--- src/rtl/stripe_pkg.sv ---
// Shared constants, fill-side state encoding and the lane-count decode
// used by the byte striping transmitter.
package stripe_pkg;

    localparam int DEFAULT_DATA_W = 8;
    localparam int DEFAULT_LANES  = 4;

    localparam logic [1:0] LANE_MODE_1 = 2'd0;
    localparam logic [1:0] LANE_MODE_2 = 2'd1;
    localparam logic [1:0] LANE_MODE_4 = 2'd2;
    localparam logic [1:0] LANE_MODE_8 = 2'd3;

    typedef enum logic [1:0] {
        FILL_IDLE,
        FILL_ACTIVE,
        FILL_HELD
    } fill_state_t;

    // Lanes requested by the mode, never more than the block physically has.
    function automatic logic [3:0] lane_count(input logic [1:0] mode, input int lanes);
        logic [3:0] n;
        case (mode)
            LANE_MODE_1: n = 4'd1;
            LANE_MODE_2: n = 4'd2;
            LANE_MODE_4: n = 4'd4;
            LANE_MODE_8: n = 4'd8;
            default:     n = 4'd1;
        endcase
        if (int'(n) > lanes) begin
            n = 4'(lanes);
        end
        return n;
    endfunction

endpackage

--- src/rtl/byte_stripe_tx_n_if.sv ---
// Byte input, row output and status signals of the striping transmitter;
// master drives bytes and consumes rows, slave is the transmitter itself.
interface byte_stripe_tx_n_if
    import stripe_pkg::*;
#(
    parameter int DATA_W = DEFAULT_DATA_W,
    parameter int LANES  = DEFAULT_LANES
);

    logic                    valid;
    logic [DATA_W-1:0]       data;
    logic                    flush;
    logic [1:0]              lane_mode;
    logic                    in_ready;
    logic                    out_valid;
    logic                    out_ready;
    logic [LANES*DATA_W-1:0] out_data;
    logic [LANES-1:0]        lane_valid;
    logic [15:0]             row_count;

    modport master (
        output valid, data, flush, lane_mode, out_ready,
        input  in_ready, out_valid, out_data, lane_valid, row_count
    );

    modport slave (
        input  valid, data, flush, lane_mode, out_ready,
        output in_ready, out_valid, out_data, lane_valid, row_count
    );

endinterface

--- src/rtl/stripe_row_buf.sv ---
// One row of LANES byte lanes with a per-lane valid mask; supports a
// whole-row load, a clear and a single-lane write by index.
module stripe_row_buf #(
    parameter int DATA_W = 8,
    parameter int LANES  = 4
) (
    input  logic                    clk,
    input  logic                    reset,
    input  logic                    load,
    input  logic [LANES*DATA_W-1:0] load_data,
    input  logic [LANES-1:0]        load_mask,
    input  logic                    clear,
    input  logic                    wr_en,
    input  logic [3:0]              wr_idx,
    input  logic [DATA_W-1:0]       wr_data,
    output logic [LANES*DATA_W-1:0] row_data,
    output logic [LANES-1:0]        row_mask
);

    // Load beats clear beats write, so a row handed on and a new byte in the
    // same cycle never collide.
    always_ff @(posedge clk or negedge reset) begin
        if (!reset) begin
            row_data <= '0;
            row_mask <= '0;
        end else if (load) begin
            row_data <= load_data;
            row_mask <= load_mask;
        end else if (clear) begin
            row_data <= '0;
            row_mask <= '0;
        end else if (wr_en) begin
            for (int i = 0; i < LANES; i++) begin
                if (wr_idx == 4'(i)) begin
                    row_data[i*DATA_W +: DATA_W] <= wr_data;
                    row_mask[i]                  <= 1'b1;
                end
            end
        end
    end

endmodule

--- src/rtl/byte_stripe_tx_n.sv ---
// Stripes an input byte stream round-robin across up to LANES output lanes,
// one fill row feeding one output row with a ready/valid handshake.
module byte_stripe_tx_n
    import stripe_pkg::*;
#(
    parameter int DATA_W = DEFAULT_DATA_W,
    parameter int LANES  = DEFAULT_LANES
) (
    input  logic              clk,
    input  logic              reset,
    byte_stripe_tx_n_if.slave bus
);

    fill_state_t             state, next_state;
    logic [3:0]              wr_ptr, row_n, n_eff;
    logic                    in_ready, acc, last_lane, complete;
    logic                    out_valid, out_free, out_fire, out_load, held_release;
    logic [LANES*DATA_W-1:0] fill_data, merged_data, out_row;
    logic [LANES-1:0]        fill_mask, merged_mask, out_mask;
    logic [15:0]             row_cnt;

    // Lane count is only taken from lane_mode at the start of a row.
    assign n_eff     = (wr_ptr == 4'd0) ? lane_count(bus.lane_mode, LANES) : row_n;
    assign acc       = bus.valid && in_ready;
    assign last_lane = (wr_ptr == n_eff - 4'd1);
    assign complete  = (state == FILL_ACTIVE) &&
                       ((acc && (last_lane || bus.flush)) ||
                        (!acc && bus.flush && (wr_ptr != 4'd0)));

    assign out_valid = |out_mask;
    assign out_fire  = out_valid && bus.out_ready;
    assign out_free  = !out_valid || bus.out_ready;
    assign out_load  = (complete && out_free) || held_release;

    always_ff @(posedge clk or negedge reset) begin
        if (!reset) begin
            state <= FILL_IDLE;
        end else begin
            state <= next_state;
        end
    end

    always_comb begin
        next_state = state;
        case (state)
            FILL_IDLE:   next_state = FILL_ACTIVE;
            FILL_ACTIVE: if (complete && !out_free) next_state = FILL_HELD;
            FILL_HELD:   if (bus.out_ready) next_state = FILL_ACTIVE;
            default:     next_state = FILL_IDLE;
        endcase
    end

    always_comb begin
        in_ready     = 1'b0;
        held_release = 1'b0;
        case (state)
            FILL_ACTIVE: in_ready = 1'b1;
            FILL_HELD:   held_release = bus.out_ready;
            default:     ;
        endcase
    end

    // The completing byte is merged in here so a row can leave on the same edge.
    always_comb begin
        merged_data = fill_data;
        merged_mask = fill_mask;
        for (int i = 0; i < LANES; i++) begin
            if (acc && (wr_ptr == 4'(i))) begin
                merged_data[i*DATA_W +: DATA_W] = bus.data;
                merged_mask[i]                  = 1'b1;
            end
        end
    end

    always_ff @(posedge clk or negedge reset) begin
        if (!reset) begin
            wr_ptr  <= 4'd0;
            row_n   <= 4'd0;
            row_cnt <= 16'd0;
        end else begin
            if (complete) begin
                wr_ptr <= 4'd0;
            end else if (acc) begin
                wr_ptr <= wr_ptr + 4'd1;
            end
            if (acc && (wr_ptr == 4'd0)) begin
                row_n <= n_eff;
            end
            if (out_fire) begin
                row_cnt <= row_cnt + 16'd1;
            end
        end
    end

    stripe_row_buf #(.DATA_W(DATA_W), .LANES(LANES)) u_fill (
        .clk       (clk),
        .reset     (reset),
        .load      (1'b0),
        .load_data ('0),
        .load_mask ('0),
        .clear     (out_load),
        .wr_en     (acc),
        .wr_idx    (wr_ptr),
        .wr_data   (bus.data),
        .row_data  (fill_data),
        .row_mask  (fill_mask)
    );

    stripe_row_buf #(.DATA_W(DATA_W), .LANES(LANES)) u_out (
        .clk       (clk),
        .reset     (reset),
        .load      (out_load),
        .load_data (merged_data),
        .load_mask (merged_mask),
        .clear     (out_fire),
        .wr_en     (1'b0),
        .wr_idx    (4'd0),
        .wr_data   ('0),
        .row_data  (out_row),
        .row_mask  (out_mask)
    );

    assign bus.in_ready   = in_ready;
    assign bus.out_valid  = out_valid;
    assign bus.out_data   = out_row;
    assign bus.lane_valid = out_mask;
    assign bus.row_count  = row_cnt;

endmodule

--- src/flat_wrapper.sv ---
// flat-port wrapper written by rule: the top's interface ports become plain ports
module byte_stripe_tx_n_flat import stripe_pkg::*;
#(
    parameter int DATA_W = DEFAULT_DATA_W,
    parameter int LANES  = DEFAULT_LANES
)
  (clk, reset, bus_valid, bus_data, bus_flush, bus_lane_mode, bus_out_ready, bus_in_ready, bus_out_valid, bus_out_data, bus_lane_valid, bus_row_count);
  byte_stripe_tx_n_if #(.DATA_W(DATA_W), .LANES(LANES)) bus_i ();
  input  logic clk;
  input  logic reset;
  input wire logic [$bits(bus_i.valid)-1:0] bus_valid;
  input wire logic [$bits(bus_i.data)-1:0] bus_data;
  input wire logic [$bits(bus_i.flush)-1:0] bus_flush;
  input wire logic [$bits(bus_i.lane_mode)-1:0] bus_lane_mode;
  input wire logic [$bits(bus_i.out_ready)-1:0] bus_out_ready;
  output wire logic [$bits(bus_i.in_ready)-1:0] bus_in_ready;
  output wire logic [$bits(bus_i.out_valid)-1:0] bus_out_valid;
  output wire logic [$bits(bus_i.out_data)-1:0] bus_out_data;
  output wire logic [$bits(bus_i.lane_valid)-1:0] bus_lane_valid;
  output wire logic [$bits(bus_i.row_count)-1:0] bus_row_count;
  assign bus_i.valid = bus_valid;
  assign bus_i.data = bus_data;
  assign bus_i.flush = bus_flush;
  assign bus_i.lane_mode = bus_lane_mode;
  assign bus_i.out_ready = bus_out_ready;
  assign bus_in_ready = bus_i.in_ready;
  assign bus_out_valid = bus_i.out_valid;
  assign bus_out_data = bus_i.out_data;
  assign bus_lane_valid = bus_i.lane_valid;
  assign bus_row_count = bus_i.row_count;
  byte_stripe_tx_n #(.DATA_W(DATA_W), .LANES(LANES)) u_core (.clk(clk), .reset(reset), .bus(bus_i));
endmodule
--- config.mk ---
export PLATFORM = sky130hd
export DESIGN_NAME = byte_stripe_tx_n_flat
export DESIGN_NICKNAME = d
export VERILOG_FILES = /design/src/rtl/stripe_pkg.sv /design/src/rtl/byte_stripe_tx_n_if.sv /design/src/rtl/stripe_row_buf.sv /design/src/rtl/byte_stripe_tx_n.sv /design/src/flat_wrapper.sv
export SDC_FILE = /design/constraint.sdc
export NUM_CORES = 1
export LEC_CHECK = 0
export BUFFER_PORTS_ARGS = -buffer_cell sky130_fd_sc_hd__buf_2
export CAP_MARGIN = 5
export CORE_AREA = 2 2 87 151
export CTS_BUF_LIST = sky130_fd_sc_hd__clkbuf_4
export CTS_CLUSTER_SIZE = 14
export DETAILED_ROUTE_END_ITERATION = 10
export DIE_AREA = 0 0 89 153
export GPL_TIMING_DRIVEN = 0
export SLEW_MARGIN = 5
export SYNTH_ARGS = -nofsm -noshare
export SYNTH_HDL_FRONTEND = slang
export SYNTH_HIERARCHICAL = 1
export SYNTH_SLANG_ARGS = --single-unit
export TNS_END_PERCENT = 5
--- constraint.sdc ---
create_clock -name clk -period 5.8 [get_ports clk]
set_input_delay 0.58 -clock clk [delete_from_list [all_inputs] [get_ports clk]]
set_output_delay 0.58 -clock clk [all_outputs]
set_load 0.005 [all_outputs]
# --- After elaboration in Yosys (flattened, before gate mapping) ---
# Index checks and enable logic that the tools add are counted.
classes:
  reduce_logical: 36
  n_mux: 34
  n_eq_ne: 11
  n_addsub: 3
  n_lt_le_gt_ge: 1
ops:
  columns: ["cell", "count"]
  rows:
  - ["$mux W32", 4]
  - ["$mux W8", 8]
  - ["$mux W4", 8]
  - ["$add A16 B1 Y16 const B", 1]
  - ["$pmux W4 S4", 1]
  - ["$reduce_bool A2 Y1", 7]
  - ["$logic_and A1 B1 Y1", 12]
  - ["$mux W1", 10]
  - ["$reduce_and A2 Y1", 5]
  - ["$eq A4 B2 Y1 const B", 2]
  - ["$eq A2 B2 Y1 const B", 3]
  - ["$pmux W2 S3", 1]
  - ["$add A4 B1 Y4 const B", 1]
  - ["$eq A2 B1 Y1 const B", 2]
  - ["$eq A4 B1 Y1 const B", 1]
  - ["$eq A4 B4 Y1", 1]
  - ["$gt A4 B3 Y1 const B", 1]
  - ["$logic_not A2 Y1", 2]
  - ["$logic_not A4 Y1", 1]
  - ["$logic_or A1 B1 Y1", 4]
  - ["$mux W2", 2]
  - ["$ne A2 B2 Y1 const B", 2]
  - ["$reduce_bool A4 Y1", 1]
  - ["$reduce_or A4 Y1", 1]
  - ["other kinds (2)", 4]
totals:
  elab_cells: 99
  out_inout_bits: 54
  input_bits: 15
  ff_bits: 98

# --- Logic depth before layout (Yosys ltp) ---
logic_depth:
  depth_word: 15
  depth_mapped: 15
  ltp_nobuf: 14

# --- By module ---
# The synthesis kept the hierarchy.
modules_own_cells:
  columns: ["mod", "area_per_inst_um2", "seq_area_each_um2", "instances", "cells_per_inst"]
  rows:
  - ["stripe_row_buf", 1806.7, 900.9, 2, 193]
  - ["byte_stripe_tx_n", 1835.5, 650.6, 1, 174]

# --- Worst setup path after synthesis ---
# Ideal clock, no wire load.
synth_path:
  path_kind: "reg2reg"
  start: "reg u_core.wr_ptr[0]"
  end: "reg u_core.u_fill.row_data[9]"
  arrival_ns: 3.458
  required_ns: 5.674
  setup_slack_ns: 2.216
  stages_incl_launch_ff: 15
  setup_time_ns: 0.126
  n_path_buf: 1
  path_cell_list: "dfrtp_1 > inv_1 > ha_1 > nor3b_4 > mux2i_4 > ha_1 > xnor2_1 > nor3_1 > a2111o_1 > o31ai_4 > o211a_1 > nor2_1 > clkbuf_1 > o211a_1 > a221o_1"
synth_via:
  elab_chain_cells: 12
  elab_cells_between_ends: 17
synth_lines:
  columns: ["element", "line", "source"]
  rows:
  - ["from (decl)", "byte_stripe_tx_n.sv:15", "logic [3:0] wr_ptr, row_n, n_eff;"]
  - ["from (signal assigned)", "byte_stripe_tx_n.sv:84", "wr_ptr <= wr_ptr + 4'd1;"]
  - ["$logic_not A4 Y1", "byte_stripe_tx_n.sv:23", "assign n_eff = (wr_ptr == 4'd0) ? lane_count(bus.lane_mode, LANES) : row_n;"]
  - ["$mux W4", "byte_stripe_tx_n.sv:23", null]
  - ["$sub A4 B1 Y4", "byte_stripe_tx_n.sv:25", "assign last_lane = (wr_ptr == n_eff - 4'd1);"]
  - ["$eq A4 B4 Y1", "byte_stripe_tx_n.sv:25", null]
  - ["$logic_or A1 B1 Y1", "byte_stripe_tx_n.sv:27", "((acc && (last_lane || bus.flush)) ||"]
  - ["$logic_and A1 B1 Y1", "byte_stripe_tx_n.sv:27", null]
  - ["$logic_or A1 B1 Y1 (*)", "byte_stripe_tx_n.sv:27", null]
  - ["$logic_and A1 B1 Y1 (*)", "byte_stripe_tx_n.sv:26", "assign complete = (state == FILL_ACTIVE) &&"]
  - ["$logic_and A1 B1 Y1 (*)", "byte_stripe_tx_n.sv:33", "assign out_load = (complete && out_free) || held_release;"]
  - ["$logic_or A1 B1 Y1 (*)", "byte_stripe_tx_n.sv:33", null]
  - ["net u_core.out_load", "byte_stripe_tx_n.sv:17", "logic out_valid, out_free, out_fire, out_load, held_release;"]
  - ["$reduce_bool A2 Y1 (no source line)", null, null]
  - ["$reduce_and A2 Y1 (no source line)", null, null]
  - ["to (signal assigned)", "stripe_row_buf.sv:27", "row_data <= load_data;"]
  - ["to (signal, indexed assignment)", "stripe_row_buf.sv:35", "row_data[i*DATA_W +: DATA_W] <= wr_data;"]
  - ["to (decl)", "stripe_row_buf.sv:16", "output logic [LANES*DATA_W-1:0] row_data,"]
# Mark *: on every way through the listed nets, which the timed path passes. The rest lies on a longest branch.
# A chain may end at the register's enable or synchronous reset.

# --- Final worst setup path ---
layout_path:
  start: "reg u_core.wr_ptr[0]"
  end: "reg u_core.u_out.row_data[10]"
layout_via:
  elab_chain_cells: 11
  elab_cells_between_ends: 17
layout_lines:
  columns: ["element", "line"]
  rows:
  - ["$logic_not A4 Y1", "byte_stripe_tx_n.sv:23"]
  - ["$mux W4", "byte_stripe_tx_n.sv:23"]
  - ["$sub A4 B1 Y4", "byte_stripe_tx_n.sv:25"]
  - ["$eq A4 B4 Y1", "byte_stripe_tx_n.sv:25"]
  - ["$logic_or A1 B1 Y1", "byte_stripe_tx_n.sv:27"]
  - ["$logic_and A1 B1 Y1", "byte_stripe_tx_n.sv:27"]
  - ["$logic_or A1 B1 Y1 (*)", "byte_stripe_tx_n.sv:27"]
  - ["$logic_and A1 B1 Y1 (*)", "byte_stripe_tx_n.sv:26"]
  - ["$logic_and A1 B1 Y1 (*)", "byte_stripe_tx_n.sv:33"]
  - ["$logic_or A1 B1 Y1 (*)", "byte_stripe_tx_n.sv:33"]
  - ["net u_core.out_load", "byte_stripe_tx_n.sv:17"]
  - ["$mux W32 or $reduce_bool A2 Y1 (tied branches)", null]
  - ["to (signal assigned)", "stripe_row_buf.sv:27"]
  - ["to (signal, indexed assignment)", "stripe_row_buf.sv:35"]
  - ["to (decl)", "stripe_row_buf.sv:16"]
# Marks and branches as above.

==> impl_metrics.ini <==
[yosys]
yosys_warnings = 6
seq_area_frac_synth_pct = 45.0
synthTopCellsByCount = 119 x nand2_1, 98 x dfrtp_1, 81 x o211ai_1
synth_top_area_cell = dfrtp_1
synth_cells = 560
synth_area_sq_mm = 0.00545
ys_ff_latch = 98
synth.area.top_cells = dfrtp_1 45%, o211ai_1 11%, nand2_1 8.2%
ys_async_sr_fraction_pct = 100
synth-main-ff-cell = dfrtp_1
syn_area_per_cell_sq_um = 9.73
synth_most_common_cell = nand2_1
synth.distinct_cells = 48
yosysTopAreaCellShare_pct = 45.0
synth_edf_count = 0

[clock_tree]
clk_latency_ps = 470
htreeDepth = 3
clkSlewWorstSetupHoldPaths_ps = 160
cts_hold_buf = 0
clock_sink_count = 98
tritoncts = done
cts_root_buf = clkbuf_4
cts_resized = 0
cts_setup_buffers = 0
cts_buffers = 9
clk_path_buf_depth = 2

[pwr]
ir_worst_vdd_mv = 0.190
clkPwrFrac_pct = 14.5
seqPwrFrac_pct = 38.6
power_uw = 2710
combPwrFrac_pct = 47.0
switching_share_pct = 43.1
switchingPower_uw = 1170
leakage_uw = 0.00292
powerDensity_mw_per_mm2 = 418
intPower_uw = 1540

[critical_path]
rr_startpoint = u_core/wr_ptr[0]$_DFFE_PN0P_
r2r.worst_path.cells = 14
r2r_slack_ps = 1450
r2r_end = u_core/u_out/row_data[10]$_DFFE_PN0P_
critPathKind = reg -> reg
start_kind = flop
path_max_fanout = 10
end_kind = flop
required_ps = 6200
arrival_ps = 4750

[placement]
hpwl_um = 12000
place.gp.congestion = 0.822
dp_slack_ps = 1460
dp_cells = 878
numPortBuffers = 68

[floorplanning]
ios = 69
die_height_um = 153
core_area_sq_mm = 0.0124
die-area_sq_mm = 0.0136
die_w_um = 89
initial_core_util_pct = 43.8
core.rowCount = 54

[sta]
clock.fmax_ghz = 0.230
rsz0062_at_grt = no
setup_violations = 0
tns_ps = 0
fin_skew_ps = 19.1
period_share_pct = 74.9
hold_viol_final = 0
fin_crit_ps = 4350
worstMarginPinSlew_ps = 779
maxSlewHeadroom_pct = 47.9
slew_viol_final = 0
fin_ws_ps = 1450

[detailed_routing]
ant_nets = 0
drt_wl_total_um = 16200
vias = 4776
avgViaCountPerCell = 5.34
drc = 0
drtPass1Iterations = 5
wire_per_inst_um = 18.1
drt_iter0_markers = 329

[min_path]
hp-class = in -> async

[grt]
grt_usage_pct = 25.1
grt_pass1_vias = 4804
grt_max_degree = 67
antenna_found_initial = 1
grt_pass1_wl_um = 26000
overflow = 0

[flow_run]
cap_violations = 0

[layout]
area_growth_pct = 19.0
fill_cells = 1286
fin_nets = 742
layout-drive-gt1-share_pct = 19.3
layout.cells.non_filler = 895

[status]
status = finished, final reports clean
## cell families (layout without fill, tap and decap cells)
family,Yosys count,count (layout),share of synthesized area [%]
DFF,98,98,45.0
muxes,34,34,7.23
adders and majority gates,6,6,1.38
and+or+nand+nor,222,222,20.1
xor gates and xnor gates,23,23,3.83
buffers and inverters,48,133,3.72
AOI/OAI and AO/OA,128,128,18.6
other,1,83,0.0688
## placed cells by master, fill, tap and decap left out, types with 6 or more instances in the layout
master,netlist,layout
ha_1,6,6
conb_1,1,82
nand4_1,28,28
clkbuf_4,0,10
o21ai_0,6,6
nand2b_1,8,8
clkbuf_1,32,32
a221o_1,8,8
o211ai_1,81,81
mux2_2,33,33
xnor2_1,16,16
a21oi_1,7,7
o211a_1,9,9
nand3_1,12,12
nand2_1,119,119
dfrtp_1,98,98
nor2_1,16,16
buf_2,6,73
xor2_1,6,6
inv_1,8,8
## per-stage QoR
step	hold WS (ps)	utilization, %	instance area [sq um]
floorplan	284	-	5750
global placement	462	50.7	6300
detailed placement	468	50.9	6330
CTS	45.9	52.1	6480
global route	44.2	52.2	6480
finish	41.5	52.2	6480
## final cells by class
cell class                 count  area [sq um]  share of cell area [%]
multi-input combinational    495          3100                    47.8
sequential                    98          2450                    37.8
timing repair buffer          69           370                    5.71
tap                          168           210                    3.24
buffer                        40           173                    2.66
clock buffer                  10          75.1                    1.16
clock inverter                 6          72.6                    1.12
inverter                       8          30.0                   0.463
antenna                        1          2.50                  0.0386
## power by group through the flow
| stage | registers, uW | clock network, uW | logic, uW |
|---|---|---|---|
| after floorplan | 1030 | 0 | 834 |
| final | 1050 | 392 | 1270 |
| after detailed placement | 1060 | 0 | 1260 |
| after CTS | 1050 | 404 | 1270 |
| after global placement | 1050 | 0 | 1230 |
| after global routing | 1070 | 438 | 1400 |
## metal layers
layer	global-route usage, %	part of all wire [%]	wire length [um]	up-vias
met1	30.4	39	6280	2332
met3	3.89	4.0	651	27
met5	0	0	0	-
li1	-	-	-	2284
met2	43.4	54	8750	133
met4	9.95	3.4	552	0
## worst max path at each step
stage / from / slack (ps) / to / cells past startpoint
floorplan: u_core/wr_ptr[0]$_DFFE_PN0P_ / 2220 / u_core/u_fill/row_data[9]$_DFFE_PN0P_ / 14
detailed placement: u_core/wr_ptr[0]$_DFFE_PN0P_ / 1460 / u_core/u_out/row_data[12]$_DFFE_PN0P_ / 14
global placement: u_core/wr_ptr[0]$_DFFE_PN0P_ / 1570 / u_core/u_out/row_data[11]$_DFFE_PN0P_ / 14
global route: u_core/wr_ptr[0]$_DFFE_PN0P_ / 1120 / u_core/u_out/row_data[12]$_DFFE_PN0P_ / 14
CTS: u_core/wr_ptr[0]$_DFFE_PN0P_ / 1440 / u_core/u_out/row_data[12]$_DFFE_PN0P_ / 14
finish: u_core/wr_ptr[0]$_DFFE_PN0P_ / 1450 / u_core/u_out/row_data[10]$_DFFE_PN0P_ / 14
## sequential cells by signal, indices dropped and copies added, names as in the netlist
name                    flops
u_core/u_fill/row_data     32
u_core/u_out/row_data      32
u_core/bus.row_count       16
u_core/row_n                4
u_core/u_fill/row_mask      4
u_core/u_out/row_mask       4
u_core/wr_ptr               4
u_core/state                2
## worst max-delay path, stage by stage (launching register included)
cell      delay (ps)
dfrtp_1          510
inv_1            200
ha_1             220
nor3b_4          300
mux2i_4          360
ha_1             240
xnor2_1          160
nor3_1            80
a2111o_1         460
o31ai_4          330
o211a_1          360
clkbuf_1         370
clkbuf_1         390
nand2_1          180
o211ai_1         130
Note: power is estimated with default switching activity, not from simulation.
